## src/rtl/matrix_uart_printer_pkg.sv

```systemverilog
// Shared constants and state encoding for the matrix-to-ASCII UART printer.
package matrix_uart_printer_pkg;

    localparam logic [7:0] ASC_0     = 8'd48;
    localparam logic [7:0] ASC_SPACE = 8'd32;
    localparam logic [7:0] ASC_CR    = 8'd13;
    localparam logic [7:0] ASC_LF    = 8'd10;
    localparam logic [7:0] ASC_MINUS = 8'd45;

    localparam logic [2:0] DIM_MIN = 3'd1;
    localparam logic [2:0] DIM_MAX = 3'd5;

    typedef enum logic [3:0] {
        ST_IDLE,
        ST_CHECK,
        ST_FETCH,
        ST_WAIT_RD,
        ST_CONVERT,
        ST_SEND_SIGN,
        ST_SEND_DIGIT,
        ST_SEND_SEP,
        ST_SEND_CR,
        ST_SEND_LF,
        ST_DONE
    } state_t;

    function automatic logic dim_ok(input logic [2:0] d);
        return (d >= DIM_MIN) && (d <= DIM_MAX);
    endfunction

endpackage

```

## src/rtl/matrix_uart_printer_uart_tx.sv

```systemverilog
// 8N1 serial transmitter; a new frame may be accepted on the final cycle of the
// previous stop bit so back-to-back bytes have no idle gap.
module uart_tx #(
    parameter int CLK_FREQ  = 100_000_000,
    parameter int BAUD_RATE = 115200
) (
    input  logic       clk,
    input  logic       rst,
    input  logic       tx_start,
    input  logic [7:0] tx_data,
    output logic       tx,
    output logic       tx_busy
);

    localparam int BIT_CYC = CLK_FREQ / BAUD_RATE;
    localparam int CNT_W   = (BIT_CYC > 1) ? $clog2(BIT_CYC) : 1;
    localparam logic [CNT_W-1:0] CNT_LAST = CNT_W'(BIT_CYC - 1);

    logic [CNT_W-1:0] cnt_reg;
    logic [3:0]       bit_reg;
    logic [8:0]       shift_reg;
    logic             busy_reg;
    logic             tx_reg;
    logic             frame_end;

    assign frame_end = busy_reg && (cnt_reg == CNT_LAST) && (bit_reg == 4'd9);
    assign tx_busy   = busy_reg && !frame_end;
    assign tx        = tx_reg;

    // bit_reg 0 is the start bit, 1..8 data bits, 9 the stop bit
    always_ff @(posedge clk or posedge rst) begin
        if (rst) begin
            cnt_reg   <= '0;
            bit_reg   <= 4'd0;
            shift_reg <= '0;
            busy_reg  <= 1'b0;
            tx_reg    <= 1'b1;
        end else if (tx_start && !tx_busy) begin
            cnt_reg   <= '0;
            bit_reg   <= 4'd0;
            shift_reg <= {1'b1, tx_data};
            busy_reg  <= 1'b1;
            tx_reg    <= 1'b0;
        end else if (busy_reg) begin
            if (cnt_reg == CNT_LAST) begin
                cnt_reg <= '0;
                if (bit_reg == 4'd9) begin
                    busy_reg <= 1'b0;
                end else begin
                    tx_reg    <= shift_reg[0];
                    shift_reg <= {1'b1, shift_reg[8:1]};
                    bit_reg   <= bit_reg + 4'd1;
                end
            end else begin
                cnt_reg <= cnt_reg + CNT_W'(1);
            end
        end
    end

endmodule

```

## src/rtl/matrix_uart_printer.sv

```systemverilog
// Reads an m x n signed matrix from storage and prints it as decimal ASCII rows
// (space separated, CR LF terminated) over an 8N1 UART.
module matrix_uart_printer
    import matrix_uart_printer_pkg::*;
#(
    parameter int CLK_FREQ   = 100_000_000,
    parameter int BAUD_RATE  = 115200,
    parameter int DATA_W     = 32,
    parameter int ADDR_W     = 8,
    parameter int MAX_DIGITS = 10
) (
    input  logic              clk,
    input  logic              rst,
    input  logic              start,
    input  logic [2:0]        dim_m,
    input  logic [2:0]        dim_n,
    input  logic [ADDR_W-1:0] base_addr,
    output logic [ADDR_W-1:0] rd_addr,
    output logic              rd_en,
    input  logic [DATA_W-1:0] rd_data,
    output logic              uart_tx,
    output logic              busy,
    output logic              done,
    output logic              err
);

    localparam int DIG_W = $clog2(MAX_DIGITS + 1);

    state_t            state_reg;
    logic [2:0]        m_reg, n_reg, row_reg, col_reg;
    logic [ADDR_W-1:0] base_reg, rd_addr_reg;
    logic              rd_en_reg, busy_reg, done_reg, err_reg, neg_reg;
    logic [DATA_W-1:0] mag_reg;
    logic [DIG_W-1:0]  ndig_reg, dig_idx_reg;
    logic [3:0]        digit_mem [MAX_DIGITS];

    logic [ADDR_W-1:0] addr_next;
    logic [DATA_W-1:0] mag_quot;
    logic [3:0]        mag_digit;
    logic              last_col, last_row;
    logic              tx_req, tx_start, tx_busy;
    logic [7:0]        tx_byte;

    assign addr_next = base_reg + ADDR_W'(row_reg) * ADDR_W'(n_reg) + ADDR_W'(col_reg);
    assign mag_quot  = mag_reg / DATA_W'(10);
    assign mag_digit = 4'(mag_reg % DATA_W'(10));
    assign last_col  = (col_reg == n_reg - 3'd1);
    assign last_row  = (row_reg == m_reg - 3'd1);

    always_comb begin
        tx_req  = 1'b0;
        tx_byte = ASC_0;
        case (state_reg)
            ST_SEND_SIGN:  begin tx_req = neg_reg;   tx_byte = ASC_MINUS; end
            ST_SEND_DIGIT: begin tx_req = 1'b1;      tx_byte = ASC_0 + {4'd0, digit_mem[dig_idx_reg]}; end
            ST_SEND_SEP:   begin tx_req = !last_col; tx_byte = ASC_SPACE; end
            ST_SEND_CR:    begin tx_req = 1'b1;      tx_byte = ASC_CR; end
            ST_SEND_LF:    begin tx_req = 1'b1;      tx_byte = ASC_LF; end
            default:       begin tx_req = 1'b0;      tx_byte = ASC_0; end
        endcase
    end

    assign tx_start = tx_req && !tx_busy;

    // Digits are produced least-significant first and replayed from the top index down
    always_ff @(posedge clk) begin
        if (state_reg == ST_CONVERT) begin
            digit_mem[ndig_reg] <= mag_digit;
        end
    end

    always_ff @(posedge clk or posedge rst) begin
        if (rst) begin
            state_reg   <= ST_IDLE;
            m_reg       <= 3'd0;
            n_reg       <= 3'd0;
            row_reg     <= 3'd0;
            col_reg     <= 3'd0;
            base_reg    <= '0;
            rd_addr_reg <= '0;
            rd_en_reg   <= 1'b0;
            busy_reg    <= 1'b0;
            done_reg    <= 1'b0;
            err_reg     <= 1'b0;
            neg_reg     <= 1'b0;
            mag_reg     <= '0;
            ndig_reg    <= '0;
            dig_idx_reg <= '0;
        end else begin
            done_reg <= 1'b0;
            case (state_reg)
                ST_IDLE: if (start) begin
                    m_reg     <= dim_m;
                    n_reg     <= dim_n;
                    base_reg  <= base_addr;
                    err_reg   <= 1'b0;
                    busy_reg  <= 1'b1;
                    row_reg   <= 3'd0;
                    col_reg   <= 3'd0;
                    state_reg <= ST_CHECK;
                end
                ST_CHECK: begin
                    if (dim_ok(m_reg) && dim_ok(n_reg)) begin
                        state_reg <= ST_FETCH;
                    end else begin
                        err_reg   <= 1'b1;
                        state_reg <= ST_DONE;
                    end
                end
                ST_FETCH: begin
                    rd_addr_reg <= addr_next;
                    rd_en_reg   <= 1'b1;
                    state_reg   <= ST_WAIT_RD;
                end
                // First cycle here has the strobe out; data arrives on the second
                ST_WAIT_RD: begin
                    if (rd_en_reg) begin
                        rd_en_reg <= 1'b0;
                    end else begin
                        neg_reg   <= rd_data[DATA_W-1];
                        mag_reg   <= rd_data[DATA_W-1] ? (~rd_data + DATA_W'(1)) : rd_data;
                        ndig_reg  <= '0;
                        state_reg <= ST_CONVERT;
                    end
                end
                ST_CONVERT: begin
                    mag_reg  <= mag_quot;
                    ndig_reg <= ndig_reg + DIG_W'(1);
                    if (mag_quot == '0) begin
                        dig_idx_reg <= ndig_reg;
                        state_reg   <= ST_SEND_SIGN;
                    end
                end
                ST_SEND_SIGN: if (!neg_reg || tx_start) state_reg <= ST_SEND_DIGIT;
                ST_SEND_DIGIT: if (tx_start) begin
                    if (dig_idx_reg == '0) state_reg <= ST_SEND_SEP;
                    else dig_idx_reg <= dig_idx_reg - DIG_W'(1);
                end
                ST_SEND_SEP: begin
                    if (last_col) begin
                        state_reg <= ST_SEND_CR;
                    end else if (tx_start) begin
                        col_reg   <= col_reg + 3'd1;
                        state_reg <= ST_FETCH;
                    end
                end
                ST_SEND_CR: if (tx_start) state_reg <= ST_SEND_LF;
                ST_SEND_LF: if (tx_start) begin
                    col_reg <= 3'd0;
                    if (last_row) begin
                        state_reg <= ST_DONE;
                    end else begin
                        row_reg   <= row_reg + 3'd1;
                        state_reg <= ST_FETCH;
                    end
                end
                // Hold completion until the final frame has left the line
                ST_DONE: if (!tx_busy) begin
                    done_reg  <= 1'b1;
                    busy_reg  <= 1'b0;
                    state_reg <= ST_IDLE;
                end
                default: state_reg <= ST_IDLE;
            endcase
        end
    end

    assign rd_addr = rd_addr_reg;
    assign rd_en   = rd_en_reg;
    assign busy    = busy_reg;
    assign done    = done_reg;
    assign err     = err_reg;

    uart_tx #(
        .CLK_FREQ  (CLK_FREQ),
        .BAUD_RATE (BAUD_RATE)
    ) u_tx (
        .clk      (clk),
        .rst      (rst),
        .tx_start (tx_start),
        .tx_data  (tx_byte),
        .tx       (uart_tx),
        .tx_busy  (tx_busy)
    );

endmodule

```

## config.mk

```make
export PLATFORM = sky130hd
export DESIGN_NAME = matrix_uart_printer
export DESIGN_NICKNAME = d
export VERILOG_FILES = /design/src/rtl/matrix_uart_printer_pkg.sv /design/src/rtl/matrix_uart_printer_uart_tx.sv /design/src/rtl/matrix_uart_printer.sv
export SDC_FILE = /design/constraint.sdc
export NUM_CORES = 1
export LEC_CHECK = 0
export ABC_AREA = 1
export BUFFER_PORTS_ARGS = -buffer_cell sky130_fd_sc_hd__buf_2
export CAP_MARGIN = 0
export CORE_MARGIN = 2
export CORE_UTILIZATION = 45
export DETAILED_ROUTE_END_ITERATION = 10
export PLACE_DENSITY = 0.69
export SYNTH_ARGS = -nofsm -noshare
export SYNTH_HDL_FRONTEND = slang
export SYNTH_SLANG_ARGS = --single-unit
```

## constraint.sdc

```tcl
create_clock -name clk -period 9.4 [get_ports clk]
set_input_delay 0.94 -clock clk [delete_from_list [all_inputs] [get_ports clk]]
set_output_delay 0.94 -clock clk [all_outputs]
set_load 0.02 [all_outputs]
```

==> results.cfg, run 1 <==
[setup_path]
reg2reg_slack_ps = -1690
crit_family = simple AND/OR/NAND/NOR gates
slowest_stage = dfrtp_1
reg2reg_from = mag_reg[29]$_DFFE_PP0P_
cp-start-kind = register
slowest_delay_ps = 420
cpMostUsedCell = nand2_4
arrival_ps = 11250
cp_data_required_time_ps = 9560
worstSetupEndpointType = register
crit_start = mag_reg[29]$_DFFE_PP0P_
crit_buf_inv = 15
cp_max_fo = 6
path_class = reg2reg

[global_route]
antenna_found_initial = 0
grt_pass1_vias = 9815
grt_util_all_layers_pct = 23.0
grt_pass1_wl_um = 46000
grt_max_degree = 79
grt_overflow_total = 0

[place]
dpl_cell_area_sq_mm = 0.0118
io_buffers = 61
gp_congestion = 0.870
dpl.hpwl_um = 18000

[layout]
drive_gt1_share_pct = 33.2
postLayoutCoreUtil_pct = 60.7
mostFrequentLayoutCells = nand2_1 (295), inv_1 (161), buf_4 (140), dfrtp_1 (100), nand2_4 (93)
area_growth_syn_to_layout_pct = 31.9
largest_register_ffs = 40
layout_commonest_cell = nand2_1
final_area_sq_mm = 0.0138
nNetsFinal = 1691
diodes = 0

[detailed_routing]
post-route-drc-count = 0
first_pass_iters = 6
routedWlPerCell_um = 15.0
routed_wirelength_um = 28500
drt_iter0_markers = 727
antenna_left = 0
routed-via-count = 10178
via_per_inst = 5.35

[logic_synthesis]
synth_cells = 1406
ys.flop_type = dfrtp_1
ys_ff_latch = 142
avgSynthCellArea_sq_um = 7.44
synth-edff-count = 40
syn_nets = 1491
syn_area_sq_mm = 0.0105
async_flop_share_pct = 71.8
seq_area_frac_synth_pct = 35.9
synth.distinct_cells = 49
yosys_warnings = 0

[hold_path]
hp-class = reg2reg
hold_path_startpoint = u_tx.shift_reg[8]$_DFFE_PP0P_

[floorplanning]
row_count = 55
io_pins = 62
core_sq_mm = 0.0227
initial_core_util_pct = 46.1
die-area_sq_mm = 0.0245
die_y_um = 156
dieWidth_um = 156

[clock_network]
cts_inserted_buffers = 17
path_clk_slew_ps = 70
holdBufCountCts = 0
h-tree-depth = 4
cts-root-buf = clkbuf_16
cts_max_path_buffers = 2
clk_latency_ps = 440
clock-sinks = 142
cts_tree = done

[timing]
rsz0062_at_grt = true
setup_slack_ps = -1690
finalMaxSlewViolations = 0
post-route-period-util_pct = 118
whs_ps = 458
worstMarginPinSlew_ps = 1340
worst_clock_skew_ps = 14.6
fmax_mhz = 90.2
setup_viol = 43
slew_headroom_pct = 10.4
period_minus_slack_ps = 11090
finalHoldViolCount = 0

[run_status]
status = complete, but fails checks
violations = setup timing

[run]
cap_violations = 0
[layer usage]
metal	track usage (%)	share of wire (%)	vias to the layer above
li1	-	-	5029
met1	28.8	42	4835
met2	41.2	52	259
met3	3.32	4.5	55
met4	6.20	2.1	0
met5	0	0	-
[area by class of cell]
class	count	area (sq um)
clock inverter	12	126
sequential	142	3760
fill	1912	8920
clock buffer	20	450
multi-input combinational	1031	6910
timing repair buffer	203	1380
tap	285	357
inverter	211	816
[worst min-delay path: stages, from the launching register on]
cell	delay, ps
dfrtp_1	320
inv_1	50
nand2_1	50
[cell families (layout without fill, tap and decap cells)]
logic type	after synthesis	in the layout	share of synthesized area [%]
buffers and inverters	235	446	8.61
DFF	142	142	35.9
and+or+nand+nor	767	768	36.0
AOI/OAI and AO/OA	177	177	10.5
xor gates and xnor gates	49	50	4.10
adders and majority gates	36	36	4.81
[what timing repair did]
action | CTS | global route
setup buffers | 43 | 17
resized for setup | 139 | 84
endpoints found under the setup margin | 42 | 45
pin swaps | 67 | 76
gates cloned | 2 | 0
[metrics by stage]
step / TNS [ps] / setup slack [ps] / instances
after floorplan: -3130 / -123 / 1406
after global placement: -29010 / -779 / 1811
after detailed placement: -45270 / -1180 / 1811
after CTS: -37990 / -1000 / 1887
after global routing: -100070 / -2430 / 1904
final: -67370 / -1690 / 1904
[final timing paths]
kind	endpoint	depth (start not counted)
max	digit_mem[5][2]$_DFFE_PP_	122
min	u_tx.shift_reg[8]$_DFFE_PP0P_	2
max reg2reg	digit_mem[5][2]$_DFFE_PP_	122
min reg2reg	u_tx.shift_reg[8]$_DFFE_PP0P_	2
max in group asynchronous	u_tx.cnt_reg[2]$_DFFE_PP0P_	3
min in group asynchronous	mag_reg[11]$_DFFE_PP0P_	2
[cells in the mapped netlist, types with 2 or more instances]
master | n | area [sq um]
nand3b_1 | 4 | 30.0
a21oi_1 | 31 | 155
buf_4 | 2 | 15.0
inv_1 | 171 | 642
o21a_1 | 2 | 15.0
ha_1 | 29 | 363
xor2_1 | 35 | 307
o22ai_1 | 13 | 81.3
o21ai_2 | 5 | 43.8
a221o_1 | 3 | 30.0
a22oi_1 | 13 | 97.6
nor3_1 | 27 | 135
nand2_4 | 30 | 338
o21ai_1 | 3 | 15.0
a31oi_1 | 2 | 12.5
nand2_2 | 67 | 419
a211oi_1 | 4 | 30.0
clkbuf_1 | 21 | 78.8
nand3_2 | 29 | 290
edfxtp_1 | 40 | 1200
o21bai_1 | 2 | 15.0
o21ai_0 | 67 | 335
nor4_1 | 9 | 56.3
clkinv_1 | 4 | 15.0
nand4_1 | 26 | 163
nand2_1 | 366 | 1370
nand3_1 | 118 | 591
o31ai_1 | 4 | 30.0
fa_1 | 7 | 140
or2_2 | 4 | 25.0
nor3b_1 | 2 | 15.0
nor2_1 | 82 | 308
xnor2_1 | 14 | 123
inv_2 | 34 | 128
dfrtp_1 | 101 | 2530
o211ai_1 | 4 | 30.0
o221ai_1 | 19 | 166
Power of run 1 is left out: the tool's default activity adds up to more than one toggle a clock period on the data nets, which glitch-free logic cannot reach.
==> run 2, diff against run 1 <==
--- a/config.mk
+++ b/config.mk
@@ -5,13 +5,14 @@
 export SDC_FILE = /design/constraint.sdc
 export NUM_CORES = 1
 export LEC_CHECK = 0
-export ABC_AREA = 1
 export BUFFER_PORTS_ARGS = -buffer_cell sky130_fd_sc_hd__buf_2
 export CAP_MARGIN = 0
 export CORE_MARGIN = 2
 export CORE_UTILIZATION = 45
 export DETAILED_ROUTE_END_ITERATION = 10
+export MAX_ROUTING_LAYER = met4
 export PLACE_DENSITY = 0.69
+export SKIP_CTS_REPAIR_TIMING = 1
 export SYNTH_ARGS = -nofsm -noshare
 export SYNTH_HDL_FRONTEND = slang
 export SYNTH_SLANG_ARGS = --single-unit
==> run 2 against run 1 <==
The run still ends with setup timing left; hold slack better by 23 ps; area after synthesis rose by 23%; first-iteration DRC count up 51%; worst setup slack better by 5.1 ps; via count increased by 32%; count of clock-buffer cells in the layout shrank 3; cell count is 15% higher; maximum frequency is essentially flat; critical endpoint is now digit_mem[9][3]$_DFFE_PP_.
==> results.cfg, run 2 <==
[run_status]
status = complete, but fails checks
violations = setup timing

[layout]
mostFrequentLayoutCells = buf_4 (268), nand2_1 (190), nor2_1 (102), dfrtp_1 (98), o21ai_0 (78)
largest_register_ffs = 40
nNetsFinal = 1883
fillers = 2382
drive_gt1_share_pct = 33.3
layout_commonest_cell = buf_4
fin_cells = 2195
area_growth_syn_to_layout_pct = 32.3
postLayoutCoreUtil_pct = 60.7

[logic_synthesis]
synth_area_leaders = dfrtp_1 (20%), edfxtp_1 (9.4%), nand2_1 (5.6%), o21ai_0 (3.4%), nor2_1 (3.2%)
synth-edff-count = 40
syn_nets = 1619
yosys-top-cells-count = nand2_1 (192), nor2_1 (110), dfrtp_1 (101), o21ai_0 (87), clkbuf_1 (79)
ys.flop_type = dfrtp_1
synth_cells = 1534
synth.distinct_cells = 118
synth.most_common_cell = nand2_1
seq_area_frac_synth_pct = 29.3
syn_area_sq_mm = 0.0128
avgSynthCellArea_sq_um = 8.36
yosys.area.top_type = dfrtp_1
yosys_warnings = 0
synth_top_cell_area_share_pct = 19.7
async_flop_share_pct = 71.8
ys_ff_latch = 142

[timing]
setup_slack_ps = -1680
worstMarginPinSlew_ps = 1020
worst_clock_skew_ps = 15.5
slew_headroom_pct = 31.7
rsz0062_at_grt = true
post-route-period-util_pct = 118
whs_ps = 482
fmax_mhz = 90.2
setup_viol = 39
finalMaxSlewViolations = 0
period_minus_slack_ps = 11080
finalHoldViolCount = 0

[floorplanning]
io_pins = 62
dieWidth_um = 173
core_sq_mm = 0.0279
die-area_sq_mm = 0.0299
die_y_um = 173
initial_core_util_pct = 45.9
row_count = 61

[place]
dpl.hpwl_um = 27400
dp_cells = 2104
io_buffers = 61
gp_congestion = 0.957

[global_route]
grt_overflow_total = 0
grt_max_degree = 56
grt_pass1_wl_um = 61100
grt_pass1_vias = 12231
grt_util_all_layers_pct = 25.0
antenna_found_initial = 6

[detailed_routing]
antenna_left = 0
routed_wirelength_um = 39500
via_per_inst = 6.11
drt_iter0_markers = 1097
first_pass_iters = 8
routedWlPerCell_um = 18.0
post-route-drc-count = 0
routed-via-count = 13418

[clock_network]
clk_latency_ps = 440
cts_tree = done
cts-root-buf = clkbuf_16
clock-sinks = 142
h-tree-depth = 4
cts_inserted_buffers = 17
cts_max_path_buffers = 2
path_clk_slew_ps = 70

[hold_path]
hp-class = reg2reg
hold_path_startpoint = u_tx.shift_reg[8]$_DFFE_PP0P_
hold_depth = 1
worstHoldEndpoint = u_tx.shift_reg[8]$_DFFE_PP0P_

[setup_path]
slowest_stage = dfrtp_2
reg2reg_slack_ps = -1680
arrival_ps = 11230
slowest_delay_ps = 440
path_class = reg2reg
reg2reg_depth = 49
cpMostUsedCell = buf_4
cp_data_required_time_ps = 9550
reg2reg_from = mag_reg[29]$_DFFE_PP0P_
cp_max_fo = 7
rr_endpoint = digit_mem[9][3]$_DFFE_PP_
cp-start-kind = register
worstSetupEndpointType = register

[run]
cap_violations = 0

[pwr]
ir_drop_mv = 0.120
p_per_area_mw_per_mm2 = 127
power_uw = 2160
leakage_uw = 0.00723
==> run 2: power by group <==
group	switching, uW	internal (uW)	total [uW]
Combinational	392	381	772
Sequential	20.5	680	701
Clock	305	378	683
Total	717	1440	2160
==> run 2: kinds of logic after synthesis <==
kind of cell               after synthesis  share of synthesized area, %
xor gates and xnor gates                68                          4.76
DFF                                    142                          29.3
muxes                                   53                          5.09
AOI/OAI and AO/OA                      488                          28.6
adders and majority gates               40                          4.26
and+or+nand+nor                        571                          22.2
buffers and inverters                  172                          5.77
==> run 2: per-stage QoR <==
stage	setup TNS [ps]	area, sq um	worst slack, ps
after floorplan	-26060	13100	-818
after global placement	-57650	15200	-1560
after detailed placement	-62620	15200	-1700
after CTS	-64670	15800	-1780
after global routing	-73620	17000	-2000
final	-61330	17000	-1680
==> run 2: worst max path at each step <==
stage                                 start                         to  depth (start not counted)  slack, ps
floorplan           mag_reg[27]$_DFFE_PP0P_   state_reg[0]$_DFFE_PP0P_                         43       -820
global placement    mag_reg[29]$_DFFE_PP0P_  digit_mem[4][3]$_DFFE_PP_                         45      -1560
detailed placement  mag_reg[29]$_DFFE_PP0P_  digit_mem[9][2]$_DFFE_PP_                         45      -1700
CTS                 mag_reg[27]$_DFFE_PP0P_  digit_mem[0][2]$_DFFE_PP_                         45      -1780
global route        mag_reg[28]$_DFFE_PP0P_  digit_mem[7][2]$_DFFE_PP_                         49      -2000
finish              mag_reg[29]$_DFFE_PP0P_  digit_mem[9][3]$_DFFE_PP_                         49      -1680
==> run 2: layout make-up <==
type	count	area, sq um	area share [%]
multi-input combinational	1224	9320	55.0
clock buffer	17	425	2.51
tap	378	473	2.79
antenna	6	15.0	0.0886
clock inverter	15	170	1.00
inverter	62	235	1.39
timing repair buffer	351	2560	15.1
sequential	142	3760	22.2
==> run 2: worst max-delay path, delay by kind of cell (launching register included) <==
| kind | cells | cell delay [ps] |
|---|---|---|
| compound gates | 22 | 5280 |
| buf+inv | 11 | 1860 |
| flops | 1 | 440 |
| mux | 4 | 1090 |
| simple gates | 12 | 2070 |
==> run 2: routing by layer <==
| layer | share of wire (%) | GRT usage, % |
|---|---|---|
| met2 | 48 | 40.9 |
| met4 | 1.5 | 5.58 |
| met5 | 0 | - |
| met1 | 44 | 32.7 |
| met3 | 6.3 | 3.91 |
No activity file was read; power rests on OpenSTA's default activity.
==> run 3, diff against run 2 <==
--- a/config.mk
+++ b/config.mk
@@ -15,4 +15,5 @@
 export SKIP_CTS_REPAIR_TIMING = 1
 export SYNTH_ARGS = -nofsm -noshare
 export SYNTH_HDL_FRONTEND = slang
+export SYNTH_HIERARCHICAL = 1
 export SYNTH_SLANG_ARGS = --single-unit
==> run 3 against run 2 <==
The run still ends with setup timing left; largest cell class unchanged; synthesized cell count is 6.2% higher; clock skew is 3.0 ps lower; area after synthesis is 6.2% higher; critical path type unchanged; sequential power is 13% higher.
==> results.cfg, run 3 <==
[run_status]
status = complete, but fails checks
violations = setup timing

[setup_path]
cp_max_fo = 8
reg2reg_slack_ps = -1740
crit_buf_inv = 7
arrival_ps = 11270
path_class = reg2reg
cp_data_required_time_ps = 9530
crit_family = compound AO/OA/AOI/OAI gates
slowest_stage = or4_4
slowest_delay_ps = 530
cp-start-kind = register
worstSetupEndpointType = register

[detailed_routing]
routed_wirelength_um = 43500
routed-via-count = 14397
via_per_inst = 6.15
post-route-drc-count = 0
drt_iter0_markers = 1184
routedWlPerCell_um = 18.6
antenna_left = 0
first_pass_iters = 6

[clock_network]
path_clk_slew_ps = 60
cts_max_path_buffers = 2
cts_tree = done
clk_latency_ps = 420
h-tree-depth = 4
cts-root-buf = clkbuf_16
cts_inserted_buffers = 17
clock-sinks = 142

[global_route]
grt_pass1_wl_um = 67000
grt_overflow_total = 0
antenna_found_initial = 14
grt_max_degree = 78
grt_util_all_layers_pct = 26.5
grt_pass1_vias = 13471

[logic_synthesis]
yosys.area.top_type = dfrtp_1
avgSynthCellArea_sq_um = 8.36
async_flop_share_pct = 71.8
synth.distinct_cells = 120
synth_area_leaders = dfrtp_1 (19%), edfxtp_1 (8.8%), nand2_1 (4.2%), nor2_1 (3.3%), o21ai_0 (3.3%)
synth.most_common_cell = nand2_1
yosys_warnings = 6
yosys-top-cells-count = nand2_1 (152), nor2_1 (120), dfrtp_1 (101), clkbuf_1 (93), o21ai_0 (90)
ys.flop_type = dfrtp_1
synth-edff-count = 40
synth_cells = 1629
ys_ff_latch = 142
synth_top_cell_area_share_pct = 18.6
seq_area_frac_synth_pct = 27.6
syn_area_sq_mm = 0.0136

[floorplanning]
core_sq_mm = 0.0297
row_count = 63
die_y_um = 178
initial_core_util_pct = 45.8
io_pins = 62
dieWidth_um = 178
die-area_sq_mm = 0.0317

[layout]
drive_gt1_share_pct = 34.7
mostFrequentLayoutCells = buf_4 (312), nand2_1 (150), nor2_1 (112), dfrtp_1 (98), o21ai_0 (82)
largest_register_ffs = 40
area_growth_syn_to_layout_pct = 34.5
multiInputGateArea_sq_mm = 0.0103
nNetsFinal = 2008
seqCellArea_sq_mm = 0.00376
layout_commonest_cell = buf_4
fin_cells = 2340
fillers = 2499
final_area_sq_mm = 0.0183

[timing]
setup_slack_ps = -1740
setup_viol = 40
finalHoldViolCount = 0
worst_clock_skew_ps = 12.5
fmax_mhz = 89.8
rsz0062_at_grt = true
slew_headroom_pct = 33.4
finalSetupTns_ps = -63670
post-route-period-util_pct = 119
period_minus_slack_ps = 11140
worstMarginPinSlew_ps = 1000
whs_ps = 468
finalMaxSlewViolations = 0

[place]
io_buffers = 61
dpl.hpwl_um = 30200
pre_cts_ws_ps = -2060
gp_congestion = 0.939
dpl_cell_area_sq_mm = 0.0162
dp_cells = 2239

[pwr]
p_per_area_mw_per_mm2 = 230
leakage_uw = 0.00765
p_sw_uw = 1660
ir_drop_mv = 0.266
p_seq_share_pct = 18.9
p_clk_share_pct = 15.5
swShare_pct = 39.3
pwr-share-comb_pct = 65.6
internal-power_uw = 2560

[hold_path]
hp-class = reg2reg

[run]
cap_violations = 0
-- run 3: final timing paths --
path / start / endpoint / depth (start not counted)
setup / recovery: mag_reg[27]$_DFFE_PP0P_ / digit_mem[8][1]$_DFFE_PP_ / 43
hold reg to reg: u_tx/shift_reg[8]$_DFFE_PP0P_ / u_tx/shift_reg[8]$_DFFE_PP0P_ / 2
hold / removal: u_tx/shift_reg[8]$_DFFE_PP0P_ / u_tx/shift_reg[8]$_DFFE_PP0P_ / 2
setup reg to reg: mag_reg[27]$_DFFE_PP0P_ / digit_mem[8][1]$_DFFE_PP_ / 43
max in group asynchronous: rst / mag_reg[28]$_DFFE_PP0P_ / 3
min in group asynchronous: rst / u_tx/bit_reg[3]$_DFFE_PP0P_ / 2
-- run 3: worst register-to-register path, delay by kind of cell (launching register included) --
kind / cells / cell delay (ps)
flip-flops: 1 / 460
XOR/XNOR: 1 / 160
buffers and inverters: 7 / 1040
AO/OA/AOI/OAI: 21 / 5350
AND/OR/NAND/NOR: 9 / 2160
multiplexers: 5 / 1660
-- run 3: power by group through the flow --
stage,Combinational (uW),Clock [uW],Sequential [uW]
2_1_floorplan,1190,0,793
3_3_place_gp,1960,0,805
3_5_place_dp,2010,0,805
4_1_cts,2020,664,794
5_1_grt,2920,690,796
6_report,2760,655,795
-- run 3: layout make-up --
type	instances	share of cell area, %
Inverter	73	1.50
Tap cell	390	2.67
Timing Repair Buffer	393	15.7
Antenna cell	14	0.191
Multi-Input combinational cell	1296	56.3
Clock buffer	24	2.69
Clock inverter	8	0.451
Sequential cell	142	20.5
-- run 3: metrics by stage --
| stage | power, uW | util [%] |
|---|---|---|
| 3_5_place_dp | 2810 | 54.5 |
| 4_1_cts | 3470 | 56.5 |
| 5_1_grt | 4410 | 61.6 |
| 2_1_floorplan | 1990 | - |
| 6_report | 4210 | 61.6 |
| 3_3_place_gp | 2760 | 54.5 |
-- run 3: routing by layer --
metal  vias up  share of wire [%]  GRT usage [%]
met5         -                  0              -
met4         0                2.1           7.82
met3        80                6.4           5.03
met2       510                 48           42.4
met1      6947                 43           34.1
li1       6860                  -              -
-- run 3: cells by family after synthesis --
family	count (synthesis)	share of synthesized area [%]
mux	70	6.16
fa+ha+maj	36	3.69
other cells	1	0.0275
xor+xnor	74	4.82
buf+inv	195	5.74
compound gates	553	31.3
flops	142	27.6
simple gates	558	20.7
